`config.mk`:
```
export PLATFORM = sky130hd
export DESIGN_NAME = reg_write_queue
export DESIGN_NICKNAME = d
export VERILOG_FILES = /design/src/rtl/reg_write_queue.sv
export SDC_FILE = /design/constraint.sdc
export NUM_CORES = 1
export LEC_CHECK = 0
export BUFFER_PORTS_ARGS = -buffer_cell sky130_fd_sc_hd__buf_4
export CAP_MARGIN = 20
export CORE_MARGIN = 1.5
export CORE_UTILIZATION = 57
export CTS_BUF_LIST = sky130_fd_sc_hd__clkbuf_8
export DETAILED_ROUTE_END_ITERATION = 8
export PLACE_DENSITY_LB_ADDON = 0.12
export SYNTH_ARGS = -nofsm -noshare
export SYNTH_HDL_FRONTEND = slang
export SYNTH_SLANG_ARGS = --single-unit
```
`constraint.sdc`:
```
create_clock -name clk -period 4.95 [get_ports clk]
set_clock_uncertainty 0.2 [all_clocks]
set_input_delay 0.99 -clock clk [delete_from_list [all_inputs] [get_ports clk]]
set_output_delay 0.99 -clock clk [all_outputs]
set_load 0.1 [all_outputs]
```
`src/rtl/reg_write_queue.sv`:
```
// Write-back queue: collects two lanes of results in order and drains up to two per cycle to the register file.
// Latency: 2 cycles minimum from input to registered write-port outputs; drain gated by writeAllow.
// Backpressure: inReady drops when fewer than two entries are free; inputs arriving then are dropped and set sticky overflow.
// Optional build macro REG_WRITE_QUEUE_DROP_ZERO_EN: discard results targeting register 0 at enqueue.
module reg_write_queue #(
    parameter int DEPTH  = 8,
    parameter int TAG_W  = 6,
    parameter int DATA_W = 32
) (
    input  logic                       clk,
    input  logic                       reset,
    input  logic                       inValid0,
    input  logic [TAG_W-1:0]           inTag0,
    input  logic [DATA_W-1:0]          inData0,
    input  logic                       inValid1,
    input  logic [TAG_W-1:0]           inTag1,
    input  logic [DATA_W-1:0]          inData1,
    output logic                       inReady,
    input  logic                       writeAllow,
    output logic                       writeEn0,
    output logic [TAG_W-1:0]           writeSelect0,
    output logic [DATA_W-1:0]          writeData0,
    output logic                       writeEn1,
    output logic [TAG_W-1:0]           writeSelect1,
    output logic [DATA_W-1:0]          writeData1,
    output logic [$clog2(DEPTH):0]     count,
    output logic                       overflow
);

    localparam int PTR_W = $clog2(DEPTH);
    localparam int CNT_W = PTR_W + 1;

    // Storage has no reset: entries are only read once counted as occupied.
    logic [TAG_W-1:0]  mem_tag_q  [DEPTH];
    logic [DATA_W-1:0] mem_data_q [DEPTH];

    logic [PTR_W-1:0]  rd_ptr_q, rd_ptr_d;
    logic [PTR_W-1:0]  wr_ptr_q, wr_ptr_d;
    logic [CNT_W-1:0]  count_q, count_d;
    logic              overflow_q, overflow_d;
    logic              wen0_q, wen0_d, wen1_q, wen1_d;
    logic [TAG_W-1:0]  sel0_q, sel0_d, sel1_q, sel1_d;
    logic [DATA_W-1:0] dat0_q, dat0_d, dat1_q, dat1_d;

    logic              lane_vld0, lane_vld1;
    logic              in_ready;
    logic              wr_en0, wr_en1;
    logic [PTR_W-1:0]  wr_idx0, wr_idx1, rd_idx1;
    logic [1:0]        enq, deq;

    // Qualify lane valids; optionally filter writes aimed at the hardwired-zero register.
    always_comb begin
        lane_vld0 = inValid0;
        lane_vld1 = inValid1;
`ifdef REG_WRITE_QUEUE_DROP_ZERO_EN
        lane_vld0 = inValid0 && (inTag0 != '0);
        lane_vld1 = inValid1 && (inTag1 != '0);
`endif
    end

    // Enqueue side: readiness from registered count only; lane 1 compacts down when lane 0 is idle.
    always_comb begin
        in_ready   = (count_q <= CNT_W'(DEPTH - 2));
        wr_en0     = in_ready && lane_vld0;
        wr_en1     = in_ready && lane_vld1;
        wr_idx0    = wr_ptr_q;
        wr_idx1    = wr_ptr_q + (lane_vld0 ? PTR_W'(1) : PTR_W'(0));
        enq        = {1'b0, wr_en0} + {1'b0, wr_en1};
        overflow_d = overflow_q || (!in_ready && (lane_vld0 || lane_vld1));
    end

    // Dequeue side: pop up to two, but split a same-tag pair so both ports never target one register.
    always_comb begin
        rd_idx1 = rd_ptr_q + PTR_W'(1);
        if (!writeAllow || (count_q == '0)) begin
            deq = 2'd0;
        end else if (count_q == CNT_W'(1)) begin
            deq = 2'd1;
        end else if (mem_tag_q[rd_ptr_q] == mem_tag_q[rd_idx1]) begin
            deq = 2'd1;
        end else begin
            deq = 2'd2;
        end

        wen0_d = (deq != 2'd0);
        wen1_d = (deq == 2'd2);
        sel0_d = wen0_d ? mem_tag_q[rd_ptr_q]  : sel0_q;
        dat0_d = wen0_d ? mem_data_q[rd_ptr_q] : dat0_q;
        sel1_d = wen1_d ? mem_tag_q[rd_idx1]   : sel1_q;
        dat1_d = wen1_d ? mem_data_q[rd_idx1]  : dat1_q;

        rd_ptr_d = rd_ptr_q + PTR_W'(deq);
        wr_ptr_d = wr_ptr_q + PTR_W'(enq);
        count_d  = count_q + CNT_W'(enq) - CNT_W'(deq);
    end

    // Entry storage writes; the two lane slots are always distinct indices.
    always_ff @(posedge clk) begin
        if (wr_en0) begin
            mem_tag_q[wr_idx0]  <= inTag0;
            mem_data_q[wr_idx0] <= inData0;
        end
        if (wr_en1) begin
            mem_tag_q[wr_idx1]  <= inTag1;
            mem_data_q[wr_idx1] <= inData1;
        end
    end

    // Control state and registered write ports; reset cancels any drain immediately.
    always_ff @(posedge clk or posedge reset) begin
        if (reset) begin
            rd_ptr_q   <= '0;
            wr_ptr_q   <= '0;
            count_q    <= '0;
            overflow_q <= 1'b0;
            wen0_q     <= 1'b0;
            wen1_q     <= 1'b0;
            sel0_q     <= '0;
            sel1_q     <= '0;
            dat0_q     <= '0;
            dat1_q     <= '0;
        end else begin
            rd_ptr_q   <= rd_ptr_d;
            wr_ptr_q   <= wr_ptr_d;
            count_q    <= count_d;
            overflow_q <= overflow_d;
            wen0_q     <= wen0_d;
            wen1_q     <= wen1_d;
            sel0_q     <= sel0_d;
            sel1_q     <= sel1_d;
            dat0_q     <= dat0_d;
            dat1_q     <= dat1_d;
        end
    end

    assign inReady      = in_ready;
    assign writeEn0     = wen0_q;
    assign writeSelect0 = sel0_q;
    assign writeData0   = dat0_q;
    assign writeEn1     = wen1_q;
    assign writeSelect1 = sel1_q;
    assign writeData1   = dat1_q;
    assign count        = count_q;
    assign overflow     = overflow_q;

endmodule

```
==> results of run 1 <==
-- worst max-delay path: stages (launching register included) --
cell and delay [ns]:
sky130_fd_sc_hd__dfrtp_4 0.60, sky130_fd_sc_hd__ha_4 0.61, sky130_fd_sc_hd__mux4_2 0.62, sky130_fd_sc_hd__xnor2_1 0.15, sky130_fd_sc_hd__a22oi_1 0.19, sky130_fd_sc_hd__o211ai_1 0.26
sky130_fd_sc_hd__a31oi_1 0.37, sky130_fd_sc_hd__fa_1 0.47, sky130_fd_sc_hd__inv_1 0.11, sky130_fd_sc_hd__ha_1 0.24, sky130_fd_sc_hd__a21o_1 0.18, sky130_fd_sc_hd__a21oi_1 0.19
sky130_fd_sc_hd__xor2_1 0.18
-- final timing paths --
| check | startpoint | end | cells after the start |
|---|---|---|---|
| setup / recovery | rd_ptr_q[1] | count[3] | 12 |
| hold / removal | writeData0[22] | writeData0[22] | 2 |
| setup reg to reg | rd_ptr_q[1] | count[3] | 12 |
| hold reg to reg | writeData0[22] | writeData0[22] | 2 |
| max in group asynchronous | reset | writeData0[15] | 3 |
| min in group asynchronous | reset | writeData1[19] | 2 |
-- layer usage --
| metal | wire [um] | vias to the layer above | global-route usage [%] |
|---|---|---|---|
| met3 | 3430 | 81 | 4.88 |
| li1 | - | 5348 | - |
| met5 | 0 | - | 0 |
| met2 | 25700 | 426 | 46.1 |
| met4 | 1010 | 0 | 7.55 |
| met1 | 22400 | 6474 | 39.8 |
-- final cells by class --
cell class,instances,area [um^2],share of cell area (%)
Sequential cell,393,11400,47.0
Multi-Input combinational cell,740,9330,38.6
Timing Repair Buffer,193,1520,6.30
Clock buffer,82,1130,4.66
Tap cell,468,586,2.42
Clock inverter,44,186,0.770
Inverter,19,73.8,0.305
Antenna cell,1,2.50,0.0103
-- sequential cells by signal, summed over array words and instances (netlist names) --
| name | count |
|---|---|
| mem_data_q | 256 |
| mem_tag_q | 48 |
| writeData0 | 32 |
| writeData1 | 32 |
| writeSelect0 | 6 |
| writeSelect1 | 6 |
| count | 4 |
| rd_ptr_q | 3 |
| wr_idx0 | 3 |
| overflow | 1 |
| writeEn0 | 1 |
| writeEn1 | 1 |
-- Yosys cell counts, drive strengths merged (4+ instances only) --
| library cell | n | area share [%] |
|---|---|---|
| mux2 | 372 | 20 |
| edfxtp | 304 | 44 |
| mux4 | 148 | 16 |
| dfrtp | 89 | 11 |
| mux2i | 59 | 2.8 |
| clkbuf | 51 | 0.91 |
| nand2 | 49 | 0.88 |
| o21ai | 41 | 0.98 |
| buf | 36 | 0.92 |
| inv | 19 | 0.34 |
| ha | 12 | 0.72 |
| xor2 | 11 | 0.46 |
| xnor2 | 8 | 0.33 |
| and3 | 5 | 0.15 |
| nor2 | 5 | 0.090 |
| o21bai | 5 | 0.18 |
| fa | 4 | 0.38 |
| nand3 | 4 | 0.095 |
-- stage by stage --
| step | utilization [%] | instances | hold WS, ns |
|---|---|---|---|
| 2_1_floorplan | - | 1239 | 0.302 |
| 3_3_place_gp | 62.8 | 1813 | 0.261 |
| 3_5_place_dp | 62.8 | 1813 | 0.271 |
| 4_1_cts | 66.4 | 1939 | 0.285 |
| 5_1_grt | 66.4 | 1940 | 0.307 |
| 6_report | 66.4 | 1940 | 0.279 |
-- logic make-up (layout without fill, tap and decap cells) --
kind of cell | count (synthesis) | in the layout
AO/OA/AOI/OAI | 57 | 57
XOR/XNOR | 19 | 19
adder cells (fa/ha/maj) | 16 | 16
buffers and inverters | 106 | 338
flip-flops | 393 | 393
multiplexers | 579 | 579
other | 0 | 1
AND/OR/NAND/NOR | 69 | 69
-- cells in the final DEF (no fill, tap or decap), types with 11 or more instances in the layout --
cell type	n
sky130_fd_sc_hd__ha_1	11
sky130_fd_sc_hd__o21ai_0	38
sky130_fd_sc_hd__nand2_1	45
sky130_fd_sc_hd__edfxtp_1	304
sky130_fd_sc_hd__mux2i_1	58
sky130_fd_sc_hd__buf_4	187
sky130_fd_sc_hd__dfrtp_1	86
sky130_fd_sc_hd__mux4_2	148
sky130_fd_sc_hd__clkbuf_8	82
sky130_fd_sc_hd__inv_1	50
sky130_fd_sc_hd__mux2_2	367
==> out/qor.tcl, run 1 <==
set qor(core-area_um2) 36400
set qor(maxClockFrequency_mhz) 224
set qor(areaGrowthSynthToFinish_pct) 15.4
set qor(mux_share_of_post_synthesis_cell_area_pct) 38.8
set qor(timing.critical_path.to_type) {flip-flop}
set qor(ys_seq_area_share_pct) 54.2
set qor(via_per_inst) 6.36
set qor(row_cnt) 70
set qor(largest_net_degree_at_the_start_of_global_routing) 99
set qor(finish.instance_area_um2) 24200
set qor(detail_route.drc_violations) 0
set qor(synthArstFlopShare_pct) 22.6
set qor(clk-insertion-delay-late_ns) 0.60
set qor(worst-slew-pin-transition_ns) 1.05
set qor(cts_max_level) 3
set qor(cp-start-kind) {flip-flop}
set qor(maxCapViolations) 0
set qor(grt.overflow.total) 0
set qor(synth_top_family_by_area) {multiplexers}
set qor(nFillCells) 2591
set qor(dieArea_um2) 37900
set qor(post_synth_inst_count) 1239
set qor(cts_hold_buf) 0
set qor(detail_route.first_pass.iterations) 5
set qor(clock_tree_from_tritoncts) {built}
set qor(report.final.setup_viol) 0
set qor(place_congestion) 0.798
set qor(finalHoldViolations) 0
set qor(crit_type) {reg2reg}
set qor(start_util_pct) 57.6
set qor(first_iter_violations) 872
set qor(path_max_fanout) 26
set qor(ys_ff_latch) 393
set qor(post-route-worst-setup-slack_ns) 0.483
set qor(setup_repair_after_global_routing_missed_its_margin) {false}
set qor(final_layout_size_suffix_gt1_share_pct) 56.4
set qor(hold_path_class) {reg2reg}
set qor(timing.critical_path.required_ns) 5.26
set qor(first_global_vias) 12875
set qor(placedInstanceArea_um2) 22900
set qor(grt_use_total_pct) 28.3
set qor(cts.path.max_buffers) 3
set qor(period_minus_slack_ns) 4.47
set qor(grt_antenna_before_repair) 1
set qor(synthDistinctLibCells) 35
set qor(slew_headroom_pct) 30.1
set qor(synth-adder-area-share_pct) 1.10
set qor(port_buffers) 164
set qor(synth_nets) 1336
set qor(wl_mm) 52.6
set qor(grt_pass1_wl_mm) 79.5
set qor(dpl.hpwl_mm) 29.6
set qor(postSynth.topFlopCell) {sky130_fd_sc_hd__edfxtp_1}
set qor(clockRootBuffer) {sky130_fd_sc_hd__clkbuf_8}
set qor(post_cts_resized) 0
set qor(floorplan.die.height_um) 195
set qor(reg2reg_slack_ns) 0.48
set qor(synth-compound-area-share_pct) 1.55
set qor(timing.setup.tns_ns) 0
set qor(tritoncts.num_buffers) 69
set qor(pre_cts_worst_setup_slack_ns) 0.484
set qor(post-route-period-util_pct) 90.3
set qor(drt.antenna.violating_nets) 0
set qor(fp.dieW_um) 195
set qor(worstPathArrival_ns) 4.78
set qor(post_cts_buffers) 0
set qor(yosys.area_share.xor_xnor_pct) 0.794
set qor(io_pins) 165
set qor(edff_count_synth) 304
set qor(final_max_slew_viol_count) 0
set qor(drt-wirelength-per-cell_um) 27.1
set qor(avgSynthCellArea_um2) 16.9
set qor(final_net_count) 1513
set qor(synth_warnings) 0
set qor(clock-sinks) 393
set qor(mappedNetlistArea_um2) 21000
set qor(clkSlewWorstSetupHoldPaths_ns) 0.06
set qor(via_count) 12329
set qor(run_status) {completed}
set qor(synth-simple-area-share_pct) 1.46
Power of run 1 is left out: the tool's default activity adds up to more than one toggle a clock period on the data nets, which glitch-free logic cannot reach.
==> run 2, diff against run 1 <==
--- a/config.mk
+++ b/config.mk
@@ -9,5 +9,5 @@
 export CAP_MARGIN = 20
 export CORE_MARGIN = 1.5
-export CORE_UTILIZATION = 57
+export CORE_UTILIZATION = 60
 export CTS_BUF_LIST = sky130_fd_sc_hd__clkbuf_8
 export DETAILED_ROUTE_END_ITERATION = 8
==> constraint.sdc (replaced) <==
create_clock -name clk -period 4.4 [get_ports clk]
set_clock_uncertainty 0.2 [all_clocks]
set_input_delay 0.22 -clock clk [delete_from_list [all_inputs] [get_ports clk]]
set_output_delay 0.22 -clock clk [all_outputs]
set_load 0.1 [all_outputs]
==> out/qor.tcl, run 2 (synthesized netlist as in run 1, its figures left out) <==
set qor(detail_route.first_pass.iterations) 5
set qor(final_net_count) 1634
set qor(clockRootBuffer) {sky130_fd_sc_hd__clkbuf_8}
set qor(row_cnt) 68
set qor(finalHoldViolations) 0
set qor(largest_net_degree_at_the_start_of_global_routing) 78
set qor(core-area_um2) 34500
set qor(start_util_pct) 60.9
set qor(setup_repair_after_global_routing_missed_its_margin) {false}
set qor(pwr-share-comb_pct) 55.8
set qor(regToRegStartpoint) {rd_ptr_q[0]}
set qor(wl_mm) 53.4
set qor(cell_internal_pwr_mw) 11.4
set qor(clk-insertion-delay-late_ns) 0.60
set qor(clkSlewWorstSetupHoldPaths_ns) 0.06
set qor(layout_top_registers) {mem_data_q (256), mem_tag_q (48)}
set qor(final_max_slew_viol_count) 0
set qor(slew_headroom_pct) 29.8
set qor(max_reg_flops) 256
set qor(post-route-period-util_pct) 93.5
set qor(timing.critical_path.required_ns) 4.71
set qor(post_route_met1_wirelength_mm) 21.6
set qor(timing.rr.end) {count[3]}
set qor(worstPathArrival_ns) 4.42
set qor(timing.critical_path.to_type) {flip-flop}
set qor(final_cell_count_no_fill) 2046
set qor(floorplan.die.height_um) 190
set qor(clock-sinks) 393
set qor(run_status) {completed}
set qor(detail_route.drc_violations) 0
set qor(rr_worst_depth) 13
set qor(via_per_inst) 6.37
set qor(sequentialPowerShare_pct) 28.7
set qor(fp.dieW_um) 190
set qor(final_layout_size_suffix_gt1_share_pct) 52.4
set qor(crit_type) {reg2reg}
set qor(layout.cells.most_common_list) {sky130_fd_sc_hd__mux2_2 (367), sky130_fd_sc_hd__edfxtp_1 (304), sky130_fd_sc_hd__buf_4 (187)}
set qor(power.clock.fraction_pct) 15.5
set qor(grt_antenna_before_repair) 2
set qor(power.density_cell_area_nw_per_um2) 800
set qor(maxClockFrequency_mhz) 243
set qor(power.leakage_nw) 9.37
set qor(place.detailed.instances) 1801
set qor(maxCapViolations) 0
set qor(io_pins) 165
set qor(report.final.setup_viol) 0
set qor(cts_max_level) 3
set qor(first_iter_violations) 1125
set qor(place_congestion) 0.789
set qor(cp-start-kind) {flip-flop}
set qor(port_buffers) 164
set qor(routed-wl-met2_mm) 26.4
set qor(path_max_fanout) 20
set qor(drt-wirelength-per-cell_um) 26.1
set qor(cp-startpoint) {rd_ptr_q[0]}
set qor(hold_path_class) {in2async}
set qor(dpl.hpwl_mm) 29.0
set qor(worstPathCellList) {ha_4 -> buf_4 -> mux4_2 -> xnor2_1 -> a22oi_1 -> o211ai_1 -> a31oi_2 -> fa_1 -> inv_1 -> ha_1 -> a21o_1 -> a21oi_1 -> xor2_1}
set qor(slowest_stage) {sky130_fd_sc_hd__dfrtp_4}
set qor(drt.antenna.violating_nets) 0
set qor(register_ranked_first_by_flip_flop_count) {mem_data_q}
set qor(layout_commonest_cell) {sky130_fd_sc_hd__mux2_2}
set qor(grt_pass1_wl_mm) 81.6
set qor(grt_use_total_pct) 30.5
set qor(met3_wirelength_mm) 3.97
set qor(areaGrowthSynthToFinish_pct) 21.2
set qor(clock_tree_from_tritoncts) {built}
set qor(critical_path.max_stage_delay_ns) 0.51
set qor(tritoncts.num_buffers) 68
set qor(period_minus_slack_ns) 4.12
set qor(cts.path.max_buffers) 3
set qor(worst_setup_path_endpoint) {count[3]}
set qor(grt.overflow.total) 0
set qor(power_switching_mw) 8.90
set qor(dieArea_um2) 36100
set qor(p_sw_share_pct) 43.8
set qor(via_count) 13034
set qor(power_mw) 20.3
set qor(first_global_vias) 13920
set qor(topRoutingLayerUsed) {met4}
set qor(worst-slew-pin-transition_ns) 1.05
set qor(peak_supply_drop_mv) 0.812
set qor(reg2reg_slack_ns) 0.28
run 2: cell count changes in the layout (fill, tap and decap cells not counted), moves of 2 or more:
| cell | delta |
|---|---|
| sky130_fd_sc_hd__buf_12 | +3 |
| sky130_fd_sc_hd__clkinvlp_4 | -3 |
| sky130_fd_sc_hd__dfrtp_1 | -2 |
| sky130_fd_sc_hd__dlygate4sd3_1 | +119 |
| sky130_fd_sc_hd__dfrtp_2 | +2 |
| sky130_fd_sc_hd__clkinv_1 | +3 |
| sky130_fd_sc_hd__inv_1 | -4 |
run 2: repair_timing:
| item | 4_1_cts | 5_1_grt |
|---|---|---|
| hold endpoints to repair | 369 | 0 |
| buffers inserted | 0 | 1 |
| gates resized for setup | 0 | 1 |
| hold buffers | 119 | 0 |
| setup endpoints to repair | 0 | 1 |
run 2: layer usage:
layer  global-route usage [%]  vias to the layer above
met5                        0                        -
met2                     50.2                      585
met1                     41.3                     6747
li1                         -                     5592
met3                     5.17                      110
met4                     11.2                        0
run 2: worst min path at each step:
stage,start,endpoint,slack [ns],depth (start not counted)
floorplan,inValid0,overflow,0.18,2
global placement,writeData0[19],writeData0[19],0.26,2
detailed placement,overflow,overflow,0.26,1
CTS,reset,writeData0[31],0.21,3
global route,reset,writeData1[27],0.27,3
finish,reset,wr_idx0[0],0.22,3
run 2: critical path: cells and delay by family (launching register included):
family / cells / cell delay (ns)
mux: 1 / 0.38
compound gates: 5 / 1.05
buf+inv: 2 / 0.39
xor+xnor: 2 / 0.32
flops: 1 / 0.51
fa+ha+maj: 3 / 1.19
run 2: area by class of cell:
| type | instances | area, um^2 |
|---|---|---|
| flip-flops and latches | 393 | 11400 |
| multi-input cells | 740 | 9340 |
| clock buffers | 83 | 1140 |
| fillers | 2194 | 9030 |
| clock inverters | 39 | 151 |
| repair buffers | 315 | 2780 |
| well taps | 455 | 569 |
| inverters | 19 | 73.8 |
| diodes | 2 | 5.00 |
run 2: power groups by stage:
| stage | clock (mW) | sequential, mW | combinational [mW] |
|---|---|---|---|
| finish | 3.16 | 5.83 | 11.3 |
| detailed placement | 0 | 5.90 | 11.2 |
| floorplan | 0 | 8.46 | 5.88 |
| global placement | 0 | 5.84 | 11.0 |
| CTS | 3.22 | 5.83 | 11.3 |
| global route | 3.37 | 5.94 | 11.9 |
run 2: metrics by stage:
stage / instance area [um^2] / hold slack, ns / util (%) / setup WS, ns / TNS [ns]
6_report: 25400 / 0.217 / 73.8 / 0.284 / 0
5_1_grt: 25400 / 0.272 / 73.8 / 0.0760 / 0
4_1_cts: 25400 / 0.207 / 73.7 / 0.168 / 0
3_5_place_dp: 22900 / 0.265 / 66.5 / 0.187 / 0
3_3_place_gp: 22900 / 0.262 / 66.5 / 0.318 / 0
2_1_floorplan: 21000 / 0.178 / - / -0.286 / -21.37
Note: power is estimated with default switching activity, not from simulation.
==> run 3, diff against run 2 <==
- clock period: 4.4 -> 4.7 ns (I/O delays scaled with it)
==> out/qor.tcl, run 3 (synthesized netlist as in run 1, its figures left out) <==
set qor(crit_type) {reg2reg}
set qor(power.leakage_nw) 9.33
set qor(clock-sinks) 393
set qor(finalHoldViolations) 0
set qor(via_per_inst) 6.31
set qor(critical_path.max_stage_delay_ns) 0.60
set qor(timing.rr.end) {count[3]}
set qor(hold_path_class) {in2async}
set qor(layout_top_registers) {mem_data_q (256), mem_tag_q (48)}
set qor(wl_mm) 53.0
set qor(start_util_pct) 60.9
set qor(timing.critical_path.required_ns) 5.03
set qor(rr_worst_depth) 12
set qor(row_cnt) 68
set qor(max_reg_flops) 256
set qor(fp.dieW_um) 190
set qor(detail_route.drc_violations) 0
set qor(cts_max_level) 3
set qor(first_iter_violations) 1078
set qor(clock_tree_from_tritoncts) {built}
set qor(areaGrowthSynthToFinish_pct) 21.1
set qor(worstSetupPathDepth) 12
set qor(cpLargestDelayFamily) {adder cells}
set qor(final_layout_size_suffix_gt1_share_pct) 52.5
set qor(reg2reg_slack_ns) 0.55
set qor(finish.instance_area_um2) 25400
set qor(worstPathArrival_ns) 4.48
set qor(cp-startpoint) {rd_ptr_q[0]}
set qor(final_net_count) 1632
set qor(place.detailed.instances) 1801
set qor(clkSlewWorstSetupHoldPaths_ns) 0.07
set qor(drt-wirelength-per-cell_um) 25.9
set qor(placedInstanceArea_um2) 22900
set qor(path_max_fanout) 22
set qor(regToRegStartpoint) {rd_ptr_q[0]}
set qor(run_status) {completed}
set qor(clk-insertion-delay-late_ns) 0.61
set qor(tritoncts.num_buffers) 68
set qor(first_global_vias) 13500
set qor(drt.antenna.violating_nets) 0
set qor(grt_use_total_pct) 30.2
set qor(floorplan.die.height_um) 190
set qor(maxCapViolations) 0
set qor(place_congestion) 0.768
set qor(post-route-worst-setup-slack_ns) 0.549
set qor(pre_cts_worst_setup_slack_ns) 0.573
set qor(worst-slew-pin-transition_ns) 0.992
set qor(worstPathCellList) {ha_4 -> mux4_2 -> xnor2_1 -> a22oi_1 -> o211ai_1 -> a31oi_1 -> fa_1 -> inv_1 -> ha_1 -> a21o_1 -> a21oi_1 -> xor2_1}
set qor(detail_route.first_pass.iterations) 7
set qor(final_max_slew_viol_count) 0
set qor(layout_commonest_cell) {sky130_fd_sc_hd__mux2_2}
set qor(port_buffers) 164
set qor(via_count) 12898
set qor(grt_antenna_before_repair) 1
set qor(power.density_cell_area_nw_per_um2) 748
set qor(setup_repair_after_global_routing_missed_its_margin) {false}
set qor(period_minus_slack_ns) 4.15
set qor(post-route-period-util_pct) 88.3
set qor(grt_pass1_wl_mm) 80.5
set qor(slowest_stage) {sky130_fd_sc_hd__mux4_2}
set qor(timing.setup.tns_ns) 0
set qor(clockRootBuffer) {sky130_fd_sc_hd__clkbuf_8}
set qor(report.final.setup_viol) 0
set qor(worst_setup_path_endpoint) {count[3]}
set qor(timing.critical_path.to_type) {flip-flop}
set qor(critical_path.n_buffers_inverters) 1
set qor(io_pins) 165
set qor(peak_supply_drop_mv) 0.723
set qor(dpl.hpwl_mm) 29.6
set qor(final_cell_count_no_fill) 2045
set qor(register_ranked_first_by_flip_flop_count) {mem_data_q}
set qor(maxClockFrequency_mhz) 241
set qor(dieArea_um2) 36100
set qor(cp-start-kind) {flip-flop}
set qor(layout.cells.most_common_list) {sky130_fd_sc_hd__mux2_2 (367), sky130_fd_sc_hd__edfxtp_1 (304), sky130_fd_sc_hd__buf_4 (187)}
set qor(cts.path.max_buffers) 3
set qor(grt.overflow.total) 0
set qor(largest_net_degree_at_the_start_of_global_routing) 87
set qor(slew_headroom_pct) 33.9
set qor(core-area_um2) 34500
==> run 3: changes by cell type in the layout (fill, tap and decap cells not counted), sizes merged <==
cell | previous run | this run
clkinv | 11 | 19
inv | 47 | 41
clkinvlp | 0 | 4
clkbuf | 83 | 78
buf | 196 | 194
bufinv | 0 | 1
diode | 2 | 1
==> run 3: area by class of cell <==
class	instances	area (um^2)
Tap cell	455	569
Sequential cell	393	11400
Multi-Input combinational cell	740	9330
Inverter	19	73.8
Fill cell	2199	9070
Clock buffer	78	1070
Clock inverter	46	233
Timing Repair Buffer	313	2740
Antenna cell	1	2.50
==> run 3: repair_timing <==
action / CTS / global route
hold buffers: 119 / 0
setup buffers: 0 / 0
hold endpoints to repair: 369 / 0
resized for setup: 0 / 0
==> run 3: report_power, final <==
part	internal (mW)	total [mW]	switching, mW
logic	4.14	10.5	6.39
registers	4.93	5.46	0.528
clock network	1.58	2.99	1.41
==> run 3: how the worst min path moves through the flow <==
stage / slack (ns) / end / startpoint
after floorplan: 0.19 / overflow / inValid0
after global placement: 0.26 / writeSelect0[3] / writeSelect0[3]
after detailed placement: 0.26 / overflow / overflow
after CTS: 0.19 / writeData1[21] / reset
after global routing: 0.28 / writeData1[21] / reset
final: 0.20 / writeData1[21] / reset
==> run 3: tightest hold or removal path: stages <==
cell and delay (ns):
sky130_fd_sc_hd__dlygate4sd3_1 0.53, sky130_fd_sc_hd__buf_4 0.14, sky130_fd_sc_hd__inv_4 0.64
==> run 3: metal layers <==
metal  up-vias  GRT usage, %  part of all wire, %
li1       5584             -                    -
met1      6645          41.8                   40
met2       590          50.0                   50
met3        79          4.54                  7.7
met4         0          9.43                  1.8
met5         -             0                    0
==> run 3: per-stage QoR <==
| step | util [%] | power (mW) | hold slack (ns) |
|---|---|---|---|
| 5_1_grt | 73.7 | 19.8 | 0.280 |
| 4_1_cts | 73.7 | 19.1 | 0.192 |
| 2_1_floorplan | - | 13.4 | 0.193 |
| 6_report | 73.7 | 19.0 | 0.199 |
| 3_3_place_gp | 66.4 | 15.8 | 0.263 |
| 3_5_place_dp | 66.4 | 15.9 | 0.264 |
